--- src/rtl/mul_unit_pkg.sv ---
// Shared types and constants for the integer multiply unit.
// Holds the FSM state encoding, RV32M Funct3 selectors and the iteration count.
// No logic; imported by mul_operand_cond and mul_unit.
package mul_unit_pkg;

   typedef enum logic [1:0] {
      IDLE = 2'd0,
      CALC = 2'd1,
      DONE = 2'd2
   } state_t;

   localparam logic [2:0] FUNCT_MUL    = 3'b000;
   localparam logic [2:0] FUNCT_MULH   = 3'b001;
   localparam logic [2:0] FUNCT_MULHSU = 3'b010;
   localparam logic [2:0] FUNCT_MULHU  = 3'b011;

   localparam int         MUL_ITER  = 32;
   localparam logic [4:0] LAST_ITER = 5'(MUL_ITER - 1);

endpackage

--- src/rtl/mul_operand_cond.sv ---
// Operand conditioning: converts rs1/rs2 to magnitudes and derives the result sign.
// Latency: purely combinational.
// Backpressure: none; sampled by mul_unit only when a request is accepted.
module mul_operand_cond (
   input  logic [2:0]  funct3,
   input  logic [31:0] src_a,
   input  logic [31:0] src_b,
   output logic [31:0] mag_a,
   output logic [31:0] mag_b,
   output logic        neg
);
   import mul_unit_pkg::*;

   logic a_signed;
   logic b_signed;
   logic a_neg;
   logic b_neg;

   // rs1 is signed for MULH/MULHSU, rs2 only for MULH; negative signed values become magnitudes
   always_comb begin
      a_signed = (funct3 == FUNCT_MULH) || (funct3 == FUNCT_MULHSU);
      b_signed = (funct3 == FUNCT_MULH);
      a_neg    = a_signed & src_a[31];
      b_neg    = b_signed & src_b[31];
      mag_a    = a_neg ? (~src_a + 32'd1) : src_a;
      mag_b    = b_neg ? (~src_b + 32'd1) : src_b;
      neg      = a_neg ^ b_neg;
   end

endmodule

--- src/rtl/mul_unit.sv ---
// RV32M multiply unit: shift-add over 32 CALC cycles, result written back from DONE.
// Latency: write strobe 33 cycles after the request (2 with MUL_UNIT_FAST_EN defined).
// Backpressure: MulBusy stalls decode; RegMul is ignored while in CALC.
module mul_unit (
   input  logic        clk,
   input  logic        rst,
   input  logic        RegMul,
   input  logic [2:0]  Funct3,
   input  logic [31:0] SrcA,
   input  logic [31:0] SrcB,
   input  logic [4:0]  Rd,
   output logic        MulBusy,
   output logic        MulWrite,
   output logic [4:0]  MulRd,
   output logic [31:0] MulResult
);
   import mul_unit_pkg::*;

   state_t      state;
   logic [2:0]  f3_q;
   logic [31:0] a_q;
   logic [4:0]  rd_q;
   logic        neg_q;
   logic [63:0] acc;
   logic [4:0]  cnt;

   logic [31:0] mag_a;
   logic [31:0] mag_b;
   logic        neg;

   logic [32:0] sum;
   logic [63:0] acc_step;
   logic [63:0] prod_mag;
   logic [63:0] prod;
   logic        calc_last;

   mul_operand_cond u_cond (
      .funct3 (Funct3),
      .src_a  (SrcA),
      .src_b  (SrcB),
      .mag_a  (mag_a),
      .mag_b  (mag_b),
      .neg    (neg)
   );

   assign MulBusy = (state != IDLE);

   // One shift-add step: acc holds {partial high, remaining multiplier bits}; then sign fix-up
   always_comb begin
      sum      = {1'b0, acc[63:32]} + (acc[0] ? {1'b0, a_q} : 33'd0);
      acc_step = {sum, acc[31:1]};
`ifdef MUL_UNIT_FAST_EN
      prod_mag  = {32'd0, a_q} * {32'd0, acc[31:0]};
      calc_last = 1'b1;
`else
      prod_mag  = acc_step;
      calc_last = (cnt == LAST_ITER);
`endif
      prod = neg_q ? (~prod_mag + 64'd1) : prod_mag;
   end

   // Control FSM with registered write-back outputs
   always_ff @(posedge clk or posedge rst) begin
      if (rst) begin
         state     <= IDLE;
         f3_q      <= 3'd0;
         a_q       <= 32'd0;
         rd_q      <= 5'd0;
         neg_q     <= 1'b0;
         acc       <= 64'd0;
         cnt       <= 5'd0;
         MulWrite  <= 1'b0;
         MulRd     <= 5'd0;
         MulResult <= 32'd0;
      end else begin
         MulWrite <= 1'b0;
         case (state)
            IDLE, DONE: begin
               if (RegMul) begin
                  f3_q  <= Funct3;
                  a_q   <= mag_a;
                  rd_q  <= Rd;
                  neg_q <= neg;
                  acc   <= {32'd0, mag_b};
                  cnt   <= 5'd0;
                  if (Funct3[2]) begin
                     // Unsupported encodings pass straight through DONE with a zero result and no write
                     state     <= DONE;
                     MulRd     <= Rd;
                     MulResult <= 32'd0;
                  end else begin
                     state <= CALC;
                  end
               end else begin
                  state <= IDLE;
               end
            end
            CALC: begin
               cnt <= cnt + 5'd1;
               if (calc_last) begin
                  acc       <= prod;
                  state     <= DONE;
                  MulWrite  <= (rd_q != 5'd0);
                  MulRd     <= rd_q;
                  MulResult <= (f3_q == FUNCT_MUL) ? prod[31:0] : prod[63:32];
               end else begin
                  acc <= acc_step;
               end
            end
            default: state <= IDLE;
         endcase
      end
   end

endmodule

--- config.mk ---
export PLATFORM = sky130hd
export DESIGN_NAME = mul_unit
export DESIGN_NICKNAME = d
export VERILOG_FILES = /design/src/rtl/mul_unit_pkg.sv /design/src/rtl/mul_operand_cond.sv /design/src/rtl/mul_unit.sv
export SDC_FILE = /design/constraint.sdc
export NUM_CORES = 1
export LEC_CHECK = 0
export BUFFER_PORTS_ARGS = -buffer_cell sky130_fd_sc_hd__buf_4
export CAP_MARGIN = 5
export CORE_ASPECT_RATIO = 1.25
export CORE_MARGIN = 10
export CORE_UTILIZATION = 52
export CTS_CLUSTER_SIZE = 8
export DETAILED_ROUTE_END_ITERATION = 10
export PLACE_DENSITY_LB_ADDON = 0.3
export SYNTH_ARGS = -nofsm -noshare
export SYNTH_HDL_FRONTEND = slang
export SYNTH_SLANG_ARGS = --single-unit
export TNS_END_PERCENT = 5
--- constraint.sdc ---
create_clock -name clk -period 6.8 [get_ports clk]
set_input_delay 1.36 -clock clk [delete_from_list [all_inputs] [get_ports clk]]
set_output_delay 1.36 -clock clk [all_outputs]
set_load 0.01 [all_outputs]
# ---- After elaboration in Yosys (flattened, before gate mapping)
# Index checks and enable logic that the tools add are counted.
dict set report word_totals {
  regBits 150
  input_bits 75
  output_inout_bits 39
  elab_cells 63
}
dict set report classes {
  n_addsub 5
  n_eq_ne 8
  mux 24
  bitwise_logic 6
  reduce_logical 10
}
# op n
set ops {}
lappend ops {{32-bit 2-to-1 mux} 7}
lappend ops {{64-bit 2-to-1 mux} 3}
lappend ops {{64-bit case mux with 2 select lines} 1}
lappend ops {{32-bit by 1-bit adder with 32-bit output (second input constant)} 2}
lappend ops {{64-bit by 1-bit adder with 64-bit output (second input constant)} 1}
lappend ops {{32-bit inverter} 2}
lappend ops {{64-bit inverter} 1}
lappend ops {{32-bit case mux with 2 select lines} 1}
lappend ops {{32-bit by 32-bit adder with 33-bit output} 1}
lappend ops {{5-bit 2-to-1 mux} 4}
lappend ops {{5-bit case mux with 2 select lines} 2}
lappend ops {{2-bit 2-to-1 mux} 3}
lappend ops {{2-bit inequality test (second input constant)} 3}
lappend ops {{5-bit by 1-bit adder with 5-bit output (second input constant)} 1}
lappend ops {{5-bit == test (second input constant)} 1}
lappend ops {{5-bit nonzero test} 1}
lappend ops {{2-bit case mux with 2 select lines} 1}
lappend ops {{2-bit AND reduction} 2}
lappend ops {{4-bit AND reduction} 1}
lappend ops {{2-bit nonzero test} 2}
lappend ops {{3-bit by 1-bit == test with 1-bit output (second input constant)} 1}
lappend ops {{3-bit by 2-bit == test with 1-bit output (second input constant)} 1}
lappend ops {{3-bit zero test} 1}
lappend ops {{1-bit AND} 2}
lappend ops {{7 further kinds} 8}

# ---- Depth between registers and ports, before layout
# Gate-level depths: netlist (run 1).
dict set report logic_depth {
  depth_word 8
  ltp_mapped 16
  depth_no_buf 13
}

# ---- Cells and area by module
# A second synthesis (run 1) with hierarchy kept.
dict set report unflattened {
  cells_unflattened 1538
  area_unflattened_um2 12161.7
}
# module n_inst cells_per_inst area_per_inst_um2 seq_area_each_um2
set modules_own_cells {}
lappend modules_own_cells {mul_unit 1 1327 10794.1 3753.6}
lappend modules_own_cells {mul_operand_cond 1 211 1367.6 0.0}

# ---- Worst setup path before layout (run 1)
# No wires, ideal clock.
dict set report synth_timing {
  path_kind {register to register}
  startpoint {register acc[0]}
  endpoint {register MulResult[30]}
  setup_ns 0.121
  arrival_time_ns 4.156
  t_required_ns 6.679
  setup_slack_ns 2.523
  stages_incl_launch_ff 15
  n_path_buf 1
  synth_period_minus_slack_ns 4.277
  cell_sequence {dfrtp_1 -> clkbuf_1 -> and2_1 -> ha_1 -> fa_1 -> a21o_1 -> a311o_1 -> a32oi_1 -> a31oi_1 -> a311oi_1 -> xor2_1 -> or3b_2 -> o311a_1 -> nor3_1 -> nand2_1}
}
dict set report synth_between {
  elab_chain_len 8
}
# element line
set synth_rtl {}
lappend synth_rtl {{start: declaration} mul_unit.sv:24} ;# logic [63:0] acc;
lappend synth_rtl {{start signal: assignment} mul_unit.sv:84} ;# acc <= {32'd0, mag_b};
lappend synth_rtl {{start signal: assignment} mul_unit.sv:101} ;# acc <= prod;
lappend synth_rtl {{start signal: assignment} mul_unit.sv:107} ;# acc <= acc_step;
lappend synth_rtl {{32-bit 2-to-1 mux (*)} mul_unit.sv:50} ;# sum = {1'b0, acc[63:32]} + (acc[0] ? {1'b0, a_q} : 33'd0);
lappend synth_rtl {{32-bit by 32-bit adder with 33-bit output (*)} mul_unit.sv:50}
lappend synth_rtl {{64-bit inverter} mul_unit.sv:59} ;# prod = neg_q ? (~prod_mag + 64'd1) : prod_mag;
lappend synth_rtl {{64-bit by 1-bit adder with 64-bit output} mul_unit.sv:59}
lappend synth_rtl {{64-bit 2-to-1 mux (*)} mul_unit.sv:59}
lappend synth_rtl {{32-bit 2-to-1 mux (*)} mul_unit.sv:105} ;# MulResult <= (f3_q == FUNCT_MUL) ? prod[31:0] : prod[63:32];
lappend synth_rtl {{32-bit 2-to-1 mux (*)} mul_unit.sv:100} ;# if (calc_last) begin
lappend synth_rtl {{32-bit case mux with 2 select lines (*)} mul_unit.sv:77} ;# case (state)
lappend synth_rtl {{end signal: assignment} mul_unit.sv:105}
lappend synth_rtl {{end: declaration} mul_unit.sv:15} ;# output logic [31:0] MulResult
# Every way passes the cells marked *; elsewhere a longest branch is shown, timed or not. The select of a mux whose other input is x is not followed.
# A chain may end at the register's enable or synchronous reset.

# ---- Worst setup path in the final report (run 1)
dict set report layout_timing {
  startpoint {register acc[0]}
  endpoint {register MulResult[28]}
}
# The elaborated chain is that of the path after synthesis.

==> results of run 1 <==
-- cells by family (layout without fill, tap and decap cells) --
logic type,Yosys count,after routing,share of synthesized area [%]
simple gates,605,605,24.20
compound gates,438,438,22.68
xor+xnor,180,180,13.08
fa+ha+maj,38,38,4.006
buf+inv,122,182,3.882
flops,150,150,31.14
mux,12,12,1.017
-- sequential cells by signal, summed over array words and instances (netlist names) --
signal,flops
acc,64
MulResult,32
a_q,32
MulRd,5
cnt,5
rd_q,5
f3_q,3
state,2
MulWrite,1
neg_q,1
-- routing by layer --
metal | routed length [um] | vias to the layer above
li1 | - | 5566
met1 | 15750 | 5424
met2 | 16630 | 406
met3 | 1851 | 57
met4 | 905 | 0
met5 | 0 | -
-- worst min path at each step --
stage | depth (start not counted) | end | slack (ps)
detailed placement | 2 | a_q[15] | 470
global route | 2 | MulResult[3] | 510
floorplan | 2 | a_q[0] | 440
finish | 2 | a_q[28] | 480
CTS | 2 | a_q[8] | 490
global placement | 2 | MulResult[20] | 460
-- through the flow --
stage               power [uW]  hold WS [ps]
global route              6392         509.6
finish                    5932         484.8
floorplan                 4036         442.4
CTS                       5882         486.6
detailed placement        4932         470.8
global placement          4867         456.4
-- power breakdown --
| group | internal [uW] | total [uW] | switching (uW) | leakage (uW) |
|---|---|---|---|---|
| clock | 484 | 924 | 440 | 0.000274 |
| combinational | 1250 | 3440 | 2200 | 0.00351 |
| sequential | 1220 | 1560 | 342 | 0.00192 |
| total | 2950 | 5930 | 2980 | 0.00571 |
-- cell usage in the layout (no fill, tap or decap), types with 5 or more instances in the layout --
| master | synthesis | layout |
|---|---|---|
| a211oi_1 | 12 | 12 |
| a21o_1 | 10 | 10 |
| a21oi_1 | 92 | 91 |
| a22o_1 | 7 | 7 |
| a31oi_1 | 10 | 10 |
| and2_1 | 45 | 45 |
| and3_1 | 18 | 18 |
| buf_4 | 0 | 124 |
| clkbuf_16 | 0 | 17 |
| dfrtp_1 | 150 | 150 |
| ha_1 | 37 | 37 |
| inv_1 | 26 | 25 |
| inv_6 | 0 | 5 |
| inv_8 | 0 | 5 |
| mux2i_1 | 10 | 10 |
| nand2_1 | 256 | 256 |
| nand2b_1 | 12 | 10 |
| nand3_1 | 25 | 25 |
| nand3b_1 | 5 | 5 |
| nand4_1 | 17 | 17 |
| nor2_1 | 104 | 102 |
| nor2b_1 | 7 | 5 |
| nor3_1 | 36 | 35 |
| nor4_1 | 12 | 12 |
| o211ai_1 | 32 | 32 |
| o21ai_0 | 172 | 172 |
| o221ai_1 | 8 | 8 |
| o22ai_1 | 7 | 7 |
| o31ai_1 | 34 | 34 |
| o41ai_1 | 5 | 5 |
| or2_2 | 13 | 13 |
| or3_1 | 26 | 26 |
| or4_1 | 8 | 8 |
| xnor2_1 | 78 | 78 |
| xor2_1 | 102 | 102 |
-- worst max-delay path: stages (launching register included) --
cell,delay [ps]
dfrtp_1,680
and2_1,300
ha_1,220
fa_1,430
a21o_1,200
a311o_1,440
a32oi_1,540
and2_1,260
xnor2_1,150
nor4_2,610
nand4_1,560
o31ai_1,440
xor2_1,180
o221ai_1,140
-- final cells by class --
type	instances	area [um^2]
clock buffer	17	425.4
sequential	150	3754
multi-input combinational	1273	7880
clock inverter	15	137.6
tap	288	360.3
inverter	26	102.6
fill	2131	9294
timing repair buffer	124	930.9
==> impl_metrics.ini, run 1 <==
[cts]
clkLatencyLatePin_ps = 440
post-cts-setup-buffers = 0
cts.sinks = 150
post_cts_resized = 0
cts-htree-levels = 4
numCtsBuffers = 17
ctsHoldBuffers = 0
root_buffer = clkbuf_16
clk_pin_slew_ps = 70
cts_buffer_depth = 2
cts_tree = done

[placement]
pre_cts_ws_ps = 1588
dp_cells = 1861
dp_hpwl_mm = 25.85
globalplace.congestion = 0.9288
io_buffers = 113
post_dp_cell_area_mm2 = 0.01303

[setup_path]
path_class = reg -> reg
crit_start = acc[0]
worstRegToRegCells = 13
rr_endpoint = MulResult[28]
cp-end-kind = register
path_max_fanout = 33
reg2reg_slack_ps = 1510
start_kind = register
worstPathArrival_ps = 5600
reg2reg_from = acc[0]
cp.required_ps = 7110
crit_path_end = MulResult[28]

[routing]
routedWlPerCell_um = 18.56
dr.first_iter.drc_count = 994
dr.pass1.iters = 6
num_vias = 11450
routed_via_density = 6.050
antenna_left = 0
wl_mm = 35.14
drc = 0

[yosys]
synth_commonest_cells = 256 x nand2_1, 172 x o21ai_0, 150 x dfrtp_1, 104 x nor2_1, 102 x xor2_1
synth_nets = 1658
ys_ff_latch = 150
synth_largest_area_cell = dfrtp_1
synth_area_leaders = dfrtp_1 31%, nand2_1 8.0%, xor2_1 7.4%
netlist_instances = 1545
synth_edf_count = 0
ys_types = 79
async_flop_share_pct = 100.0
yosys.area.top_type_share_pct = 31.14
yosysWarningCount = 0
avgSynthCellArea_um2 = 7.803
synth_flop_cell = dfrtp_1
yosysSeqAreaShare_pct = 31.14
syn_area_mm2 = 0.01206
yosysMostFrequentCell = nand2_1

[floorplanning]
core_area_mm2 = 0.02288
rows = 62
die-area_mm2 = 0.02971
fp.dieW_um = 156.2
start_util_pct = 52.68
io_pins = 114
die_h_um = 190.2

[sta]
finalSetupViolCount = 0
setup_ws_ps = 1508
hold_violations = 0
fmax_ghz = 0.1889
relSlewSlack_pct = 23.34
fin_crit_ps = 5292
fin_tns_setup_ps = 0
slew_viol_final = 0
post-route-period-util_pct = 77.83
worst_pin_slew_ps = 1147
skew_ps = 9.365
rsz0062_at_grt = no

[global_route]
grt_pass1_wl_mm = 57.75
track_usage_pct = 23.64
grt_pass1_vias = 11080
antenna_found_initial = 0
grt_busiest_layer = met2
grtUsageMet2_pct = 38.63
use_met1_pct = 31.48
use_met3_pct = 3.272
grt_max_degree = 87
grt.overflow.total = 0

[layout]
finalCoreUtilization_pct = 59.39
final_area_mm2 = 0.01359
final_cells = 1893
nets = 1705
syn2layout_area_growth_pct = 12.73
insertedDiodeCount = 0
drive_above_1_share_pct = 12.21

[power_and_ir_drop]
leakage_uw = 0.005712
p_per_area_mw_per_mm2 = 436.5
peakVddDrop_v = 0.0002599

[flow_run]
drv_cap = 0

[outcome]
status = complete, no violations

[min_path]
hp-start = a_q[28]
min_path_type = reg -> reg
Note: power is estimated with default switching activity, not from simulation.
==> run 2: changes to the inputs <==
--- a/config.mk
+++ b/config.mk
@@ -5,6 +5,7 @@
 export SDC_FILE = /design/constraint.sdc
 export NUM_CORES = 1
 export LEC_CHECK = 0
+export ABC_AREA = 1
 export BUFFER_PORTS_ARGS = -buffer_cell sky130_fd_sc_hd__buf_4
 export CAP_MARGIN = 5
 export CORE_ASPECT_RATIO = 1.25
==> constraint.sdc (replaced) <==
create_clock -name clk -period 4.94 [get_ports clk]
set_input_delay 0.988 -clock clk [delete_from_list [all_inputs] [get_ports clk]]
set_output_delay 0.988 -clock clk [all_outputs]
set_load 0.01 [all_outputs]
==> impl_metrics.ini, run 2 <==
[outcome]
status = complete, no violations

[power_and_ir_drop]
p_sw_uw = 5062
leakage_uw = 0.007840
p_sw_share_pct = 53.74
seqPwrFrac_pct = 22.5
pwr-share-comb_pct = 62.9
power_frac_clock_pct = 14.7
peakVddDrop_v = 0.0004421
p_per_area_mw_per_mm2 = 645.2
power.internal_uw = 4356

[min_path]
min_path_type = reg -> reg
hp-start = cnt[3]
whs_endpoint = cnt[3]
whs_path_depth = 1

[yosys]
ys_ff_latch = 150
synth_nets = 2170
avgSynthCellArea_um2 = 6.255
yosys.area.top_type_share_pct = 29.17
yosysSeqAreaShare_pct = 29.17
synth_commonest_cells = 691 x nand2_1, 293 x inv_1, 197 x nor2_1, 150 x dfrtp_1, 119 x o21ai_0
yosysWarningCount = 0
ys_types = 54
async_flop_share_pct = 100.0
synth_flop_cell = dfrtp_1
yosysMostFrequentCell = nand2_1
synth_largest_area_cell = dfrtp_1
syn_area_mm2 = 0.01287
synth_area_leaders = dfrtp_1 29%, nand2_1 20%, inv_1 8.5%
netlist_instances = 2057
synth_edf_count = 0

[setup_path]
rr_endpoint = MulResult[17]
cp-end-kind = register
path_max_fanout = 33
reg2reg_from = acc[0]
worstPathArrival_ps = 4190
cp.required_ps = 5280
start_kind = register
crit_start = acc[0]
path_class = reg -> reg
worstRegToRegCells = 17
reg2reg_slack_ps = 1090

[cts]
clk_pin_slew_ps = 70
cts_tree = done
cts_buffer_depth = 2
cts-htree-levels = 4
post_cts_resized = 0
clkLatencyLatePin_ps = 450
ctsHoldBuffers = 0
cts.sinks = 150
post-cts-setup-buffers = 0
numCtsBuffers = 17
root_buffer = clkbuf_16

[layout]
drive_above_1_share_pct = 11.13
reg_top3 = acc (64), MulResult (32), a_q (32)
layout_commonest_cell = nand2_1
syn2layout_area_growth_pct = 13.44
nets = 2248
final_cell_mix = 690 x nand2_1, 292 x inv_1, 195 x nor2_1
insertedDiodeCount = 0
regMostFlops = acc
largest_reg_flops = 64

[routing]
routed_via_density = 5.408
num_vias = 13400
antenna_left = 0
dr.pass1.iters = 5
wl_mm = 40.61
routedWlPerCell_um = 16.39
dr.first_iter.drc_count = 1070
drc = 0

[sta]
rsz0062_at_grt = no
fin_crit_ps = 3848
setup_ws_ps = 1092
hold_slack_ps = 474.0
fmax_ghz = 0.2599
hold_violations = 0
relSlewSlack_pct = 32.02
worst_pin_slew_ps = 1019
skew_ps = 8.499
fin_tns_setup_ps = 0
slew_viol_final = 0
post-route-period-util_pct = 77.89
finalSetupViolCount = 0

[global_route]
grt_max_degree = 151
antenna_found_initial = 0
grt.overflow.total = 0
grt_pass1_vias = 13290
grt_pass1_wl_mm = 66.65
track_usage_pct = 25.78

[floorplanning]
die-area_mm2 = 0.03148
start_util_pct = 52.68
rows = 64
fp.dieW_um = 160.7
io_pins = 114
die_h_um = 195.9
core_area_mm2 = 0.02442

[placement]
globalplace.congestion = 1.000
pre_cts_ws_ps = 1204
dp_hpwl_mm = 31.14
io_buffers = 113

[flow_run]
drv_cap = 0
-- run 2: cell types whose count changed in the layout (fill, tap and decap cells not counted), sizes merged, moves of 12 or more --
cell    change
o21ai      -48
xor2       -28
a21oi      -31
and3       -17
or3        -26
a211oi     -12
nand2     +462
xnor2      -67
and2       -41
inv       +272
o31ai      -30
nor2      +109
nand3      +96
nand2b     -12
-- run 2: cell type report --
type | count | area [um^2]
inverter | 302 | 1137
sequential | 150 | 3754
multi-input combinational | 1538 | 7726
clock inverter | 15 | 182.7
tap | 330 | 412.9
timing repair buffer | 126 | 958.4
fill | 2385 | 9827
clock buffer | 17 | 425.4
-- run 2: how the worst max path moves through the flow --
stage,endpoint,depth (start not counted),slack [ps]
3_3_place_gp,MulResult[31],19,1250
6_report,MulResult[17],17,1090
4_1_cts,MulResult[31],19,1160
2_1_floorplan,MulResult[17],21,1980
5_1_grt,MulResult[23],21,640
3_5_place_dp,MulResult[31],19,1200
-- run 2: kinds of logic (layout without fill, tap and decap cells) --
kind of cell	count (synthesis)	after routing	synth area share (%)
adder cells (fa/ha/maj)	38	38	3.753
XOR/XNOR	85	85	5.961
AND/OR/NAND/NOR	1135	1135	37.11
flip-flops	150	150	29.17
AO/OA/AOI/OAI	280	280	13.09
buffers and inverters	369	460	10.92
-- run 2: per-layer routing --
| metal | global-route usage (%) | wire, um |
|---|---|---|
| met1 | 30.46 | 16750 |
| met2 | 44.56 | 19840 |
| met3 | 3.624 | 2140 |
| met4 | 13.47 | 1882 |
| met5 | 0 | 0 |
-- run 2: critical path: stages (launching register included) --
cell and delay (ps):
dfrtp_1 720, nand2_1 180, inv_1 70, ha_1 250, fa_1 490, nand3_1 110
nand3_1 200, xnor2_2 370, and2_1 200, nand3_1 130, nor2_1 190, nand2_1 140
nand2_2 130, nand2_1 80, xor2_1 260, nand2_1 100, nand3_1 80, nand2_1 60
-- run 2: metrics by stage --
step	cells	utilization (%)	cell area (um^2)	power, uW
floorplan	2057	-	12870	6327
global placement	2446	57.27	13990	7799
detailed placement	2446	57.27	13990	7892
CTS	2478	59.76	14600	9329
global route	2478	59.76	14600	10250
finish	2478	59.76	14600	9418
-- run 2: power groups by stage --
stage | Combinational [uW] | Sequential, uW | Clock, uW
6_report | 5920 | 2120 | 1380
5_1_grt | 6630 | 2170 | 1440
4_1_cts | 5830 | 2100 | 1390
3_5_place_dp | 5780 | 2110 | 0
3_3_place_gp | 5690 | 2110 | 0
2_1_floorplan | 4370 | 1960 | 0
